===== config.mk =====
export PLATFORM = sky130hd
export DESIGN_NAME = ram_2k_32_arbiter
export DESIGN_NICKNAME = d
export VERILOG_FILES = /design/src/rtl/ram_2k_32_arbiter.sv
export SDC_FILE = /design/constraint.sdc
export NUM_CORES = 1
export LEC_CHECK = 0
export ABC_AREA = 1
export BUFFER_PORTS_ARGS = -buffer_cell sky130_fd_sc_hd__buf_2
export CAP_MARGIN = 30
export CORE_ASPECT_RATIO = 0.7
export CORE_MARGIN = 2
export CORE_UTILIZATION = 31
export CTS_CLUSTER_SIZE = 16
export DETAILED_ROUTE_END_ITERATION = 8
export SYNTH_ARGS = -nofsm -noshare
export SYNTH_HDL_FRONTEND = slang
export SYNTH_SLANG_ARGS = --single-unit
export TNS_END_PERCENT = 100

===== constraint.sdc =====
create_clock -name clk -period 1.5 [get_ports clk]
set_clock_uncertainty 0.15 [all_clocks]
set_input_delay 0.3 -clock clk [delete_from_list [all_inputs] [get_ports clk]]
set_output_delay 0.3 -clock clk [all_outputs]
set_load 0.005 [all_outputs]

===== src/rtl/ram_2k_32_arbiter.sv =====
// ram_2k_32_arbiter: shares one 2K x 32 byte-lane RAM between two valid/ready requesters.
// Define ARB_ROUND_ROBIN_EN for round-robin tie-breaking; otherwise m0 has fixed priority.
module ram_2k_32_arbiter #(
  parameter int ADDR_W = 11
) (
  input  logic              clk,
  input  logic              reset_n,
  input  logic              m0_valid,
  input  logic [31:0]       m0_addr,
  input  logic [3:0]        m0_wstrb,
  input  logic [31:0]       m0_wdata,
  output logic              m0_ready,
  output logic [31:0]       m0_rdata,
  input  logic              m1_valid,
  input  logic [31:0]       m1_addr,
  input  logic [3:0]        m1_wstrb,
  input  logic [31:0]       m1_wdata,
  output logic              m1_ready,
  output logic [31:0]       m1_rdata,
  output logic              ram_en,
  output logic [ADDR_W-1:0] ram_addr,
  output logic [3:0]        ram_we,
  output logic [31:0]       ram_wdata,
  input  logic [31:0]       ram_rdata
);
  typedef enum logic [1:0] {IDLE, ACC, CAP, RESP} state_t;
  state_t state_q;
  logic gnt_q, gnt_d, wr_q;
  logic ram_en_q, m0_ready_q, m1_ready_q;
  logic [ADDR_W-1:0] ram_addr_q, addr_d;
  logic [3:0] ram_we_q, we_d;
  logic [31:0] ram_wdata_q, wdata_d, m0_rdata_q, m1_rdata_q;
  logic unused_addr_bits;
  assign unused_addr_bits = ^{m0_addr[31:ADDR_W+2], m0_addr[1:0], m1_addr[31:ADDR_W+2], m1_addr[1:0]};
`ifdef ARB_ROUND_ROBIN_EN
  logic last_grant_q;
  assign gnt_d = (m0_valid && m1_valid) ? ~last_grant_q : m1_valid;
`else
  assign gnt_d = ~m0_valid;
`endif
  always_comb begin
    addr_d  = gnt_d ? m1_addr[ADDR_W+1:2] : m0_addr[ADDR_W+1:2];
    we_d    = gnt_d ? m1_wstrb : m0_wstrb;
    wdata_d = gnt_d ? m1_wdata : m0_wdata;
  end
  always_ff @(posedge clk or negedge reset_n) begin
    if (!reset_n) begin
      state_q     <= IDLE;
      gnt_q       <= 1'b0;
      wr_q        <= 1'b0;
      ram_en_q    <= 1'b0;
      ram_addr_q  <= '0;
      ram_we_q    <= 4'h0;
      ram_wdata_q <= 32'h0;
      m0_ready_q  <= 1'b0;
      m1_ready_q  <= 1'b0;
      m0_rdata_q  <= 32'h0;
      m1_rdata_q  <= 32'h0;
`ifdef ARB_ROUND_ROBIN_EN
      last_grant_q <= 1'b1;
`endif
    end else begin
      case (state_q)
        IDLE: if (m0_valid || m1_valid) begin
          gnt_q       <= gnt_d;
          wr_q        <= |we_d;
          ram_en_q    <= 1'b1;
          ram_addr_q  <= addr_d;
          ram_we_q    <= we_d;
          ram_wdata_q <= wdata_d;
`ifdef ARB_ROUND_ROBIN_EN
          last_grant_q <= gnt_d;
`endif
          state_q     <= ACC;
        end
        ACC: begin
          ram_en_q <= 1'b0;
          ram_we_q <= 4'h0;
          state_q  <= CAP;
        end
        CAP: begin
          // RAM read data arrives one edge after the access, so capture it here
          if (!wr_q && !gnt_q) m0_rdata_q <= ram_rdata;
          if (!wr_q && gnt_q) m1_rdata_q <= ram_rdata;
          m0_ready_q <= ~gnt_q;
          m1_ready_q <= gnt_q;
          state_q    <= RESP;
        end
        default: begin
          m0_ready_q <= 1'b0;
          m1_ready_q <= 1'b0;
          state_q    <= IDLE;
        end
      endcase
    end
  end
  assign ram_en    = ram_en_q;
  assign ram_addr  = ram_addr_q;
  assign ram_we    = ram_we_q;
  assign ram_wdata = ram_wdata_q;
  assign m0_ready  = m0_ready_q;
  assign m1_ready  = m1_ready_q;
  assign m0_rdata  = m0_rdata_q;
  assign m1_rdata  = m1_rdata_q;
endmodule


==> summary.md <==
The run finished, with violations left. The final reports fail on negative setup slack. The number of detailed-routing iterations run before antenna repair is 5.

The signal on the critical path passes through inv_2 -> ha_4 -> inv_2 -> nor2_4 -> nand2_4 -> buf_12 -> buf_16 -> nand2_2 -> o21ai_2. The start-to-end type of the worst setup path was reg -> reg. The run gives 27.8% as the met2 usage in global routing. For the internal power consumption, the log shows 10500 uW. For the clock network fraction of total power, the log shows 25.7%. For the number of antenna violations at the first check in global routing, the log shows 0.

The worst register-to-register path ends at m0_rdata[15]. Setup repair after global routing could not meet its margin everywhere. Leaving out fill and tap cells, the most frequent cells in the layout are buf_2 (242), dfrtp_1 (118), nand2_1 (109). The post-synthesis cell type count is 15. The register-to-register setup slack was -0.06 ns.

The H-tree was split into 4 levels. In this run the critical register-to-register path is launched from state_q[0]. At the pin with the least slew margin, the transition time is 0.343 ns. The detail route stage leaves a number of antenna-violating nets equal to 0.

Total count of hold-check failures in the final report: 0. In this run the tool buffered the top-level ports with 243 buffer cells. Mean number of vias per cell: 4.51.

The critical path starts at state_q[0]. The via count of the first global-routing pass came out at 4758. The number of diodes added for antenna fixing is 0, and the longest individual stage delay on the worst path is 0.38 ns.

The cell occurring most often along the worst timing path was inv_2. Entering global routing, the biggest net connects 49 pins. The run gives 0 as the number of pins with negative max-slew slack in the final report.

Detailed placement finished with a half-perimeter wire length of 9650 um. The tools report the effective utilization at floorplan as 31.7%. Clock tree synthesis found a total of 118 sinks. The area growth from synthesis to layout was 60.6%. Worst supply voltage drop on vdd: 0.677 mV.

The tools report the worst endpoint data arrival time as 1.71 ns. The overall fraction of global-route tracks in use was 17.9%; the detailed-route wire length per cell was 14.2 um. For met1 alone, demand over resource in global routing was 23.4%.

Share of post-route cells with drive strength above 1: 42.1%. The number of cells in the design after placement is 985. The logs give -0.0813 ns for the pre-CTS worst setup slack and 17000 um2 for the die outline area. The switching share of power was 34.6%.

The number of nets in the synthesized netlist is 726, and the number of instances in the synthesized netlist is 548. Leaving out fill and tap cells, the most frequent cell in the layout is buf_2. The worst setup slack after layout was -0.0569 ns.

The tools report the number of standard cells in the layout, taps in and fillers out as 1066. The leftover overflow at the end of global routing came out at 0. For this design the top-level I/O count stands at 286. The later pin in the worst-skew pair is clocked with a latency of 0.41 ns. Clock-pin slew was measured on the worst setup and hold paths at 0.06 ns. The total standard cell area after synthesis came out at 4930 um2. Sequential cells burn 35.4% of the power. The capturing element type of the critical path was a register. In this run the clock root is driven by a clkbuf_16. The routed via count was 4805; the share of the yosys chip area belonging to registers was 59.9%. The number of cells on the worst reg-to-reg path is 9. The tools report the highest clock frequency the design can meet as 0.642 GHz.

After detailed routing, the number of remaining DRC violations is 0. Hold timing on the final database bottoms out at a slack of 0.0185 ns. Buffers inserted during clock tree synthesis total 17.

TritonCTS built the clock tree. The placer congestion estimate is 0.726. The floorplan step set the die width to 155 um. The core outline area was 15500 um2; the critical path required time was 1.65 ns. The tools report the overall routed net length as 15100 um.

The first global-routing pass estimated 23700 um of wire. After global routing, the most crowded layer is met2. Measured against its own limit, the worst slew margin works out to 77.1%. In this run the worst hold path is classified as in -> reg. The number of rows in the core area came out at 38. In this run, the number of DRC markers left after iteration 0 of detailed routing was 302. Along the worst path, the maximum fanout reaches 8.

In the finished design, the share of the clock period the worst path needs comes to 104%. The total of warnings raised by yosys came out at 0. Count of max-cap constraint violations: 0. The net count of the finished layout is 1031.

Among all stages on the critical path, the largest delay is contributed by dfrtp_1. The worst setup path is launched from a register. The height of the chip works out to 110 um.

The clock period minus final worst setup slack is 1.56 ns, and the maximum clock path buffer count is 2. The tools report the capture point of the critical path as m0_rdata[15]. For this run, global-route usage on met3 was measured as 6.35%.

Power spread over the standard cell area amounts to 2030 nW/um2. The net switching power figure was 5560 uW. Per report_power, the combinational group accounts for 38.9% of the total.

Setup violations remaining at the end of the flow were counted as 65. The analysis attributes to cell leakage a power of 0.00420 uW. After synthesis the netlist holds a flip-flop and latch count of 118. The average instance in the mapped netlist occupies 9.00 um2.
cell usage after synthesis:
| library cell | count | area share [%] |
|---|---|---|
| buf_4 | 6 | 0.91 |
| ha_1 | 6 | 1.5 |
| inv_1 | 43 | 3.3 |
| nor2_1 | 93 | 7.1 |
| clkbuf_1 | 18 | 1.4 |
| nand2_1 | 130 | 9.9 |
| o31ai_1 | 43 | 6.5 |
| inv_2 | 1 | 0.076 |
| buf_2 | 8 | 0.81 |
| mux2_2 | 1 | 0.23 |
| dfrtp_1 | 118 | 60 |
| o21ai_0 | 68 | 6.9 |
| o21ai_4 | 1 | 0.33 |
| o21ai_1 | 6 | 0.61 |
| nand3_1 | 6 | 0.61 |
layer usage:
metal / vias up / share of wire, %
met5: - / 0
li1: 2384 / -
met2: 201 / 45
met3: 17 / 8.1
met1: 2203 / 45
met4: 0 / 1.3
worst min-delay path by stage:
stage | startpoint | end | depth (start not counted)
after global routing | m1_wdata[24] | ram_wdata[24] | 3
after detailed placement | reset_n | m0_rdata[13] | 1
after CTS | m1_wdata[22] | ram_wdata[22] | 3
after global placement | reset_n | m0_rdata[13] | 1
after floorplan | reset_n | gnt_q | 0
final | m1_wdata[22] | ram_wdata[22] | 3
logic make-up (layout without fill, tap and decap cells):
family	Yosys count	count (layout)	synth area share, %
AND/OR/NAND/NOR	229	229	17.6
flip-flops	118	118	59.9
adder cells (fa/ha/maj)	6	6	1.52
multiplexers	1	1	0.228
AO/OA/AOI/OAI	118	119	14.4
buffers and inverters	76	393	6.44
sequential cells by signal, summed over array words and instances (netlist names):
signal	flops
m1_rdata	32
ram_wdata	32
ram_en	1
wr_q	1
state_q	2
m0_ready	1
m1_ready	1
ram_we	4
m0_rdata	32
ram_addr	11
gnt_q	1
power by group through the flow:
stage	sequential, uW	combinational, uW	clock (uW)
after detailed placement	5620	5250	0
final	5690	6250	4120
after CTS	5620	5720	4220
after floorplan	5760	2350	0
after global routing	5900	7000	4380
after global placement	5590	5180	0
critical path, delay by kind of cell, from the launching register on:
| family | cells | cell delay (ns) |
|---|---|---|
| AOI/OAI and AO/OA | 1 | 0.05 |
| buffers and inverters | 4 | 0.45 |
| DFF | 1 | 0.38 |
| and+or+nand+nor | 3 | 0.27 |
| adders and majority gates | 1 | 0.14 |
cell type report:
| type | count | area [um2] |
|---|---|---|
| Clock buffer | 22 | 484 |
| Clock inverter | 10 | 118 |
| Fill cell | 1422 | 7620 |
| Inverter | 44 | 165 |
| Multi-Input combinational cell | 355 | 1890 |
| Sequential cell | 118 | 2950 |
| Tap cell | 200 | 250 |
| Timing Repair Buffer | 317 | 2070 |
through the flow:
stage | instance area (um2) | utilization, % | TNS, ns | power (uW)
detailed placement | 6540 | 42.1 | -2.31 | 10900
floorplan | 4940 | - | 0 | 8110
global route | 7920 | 51.0 | -10.04 | 17300
finish | 7920 | 51.0 | -1.48 | 16100
CTS | 7680 | 49.4 | -3.50 | 15600
global placement | 6540 | 42.1 | -0.908 | 10800
repair_timing:
action                     in CTS  in global routing
gates resized for setup        35                 89
cloned                          3                  3
pin swaps                       0                  3
hold buffers                   40                  0
setup endpoints to repair     100                116
hold endpoints to repair      148                  0
buffers inserted                2                  1
(Power assumes the default switching activity.)
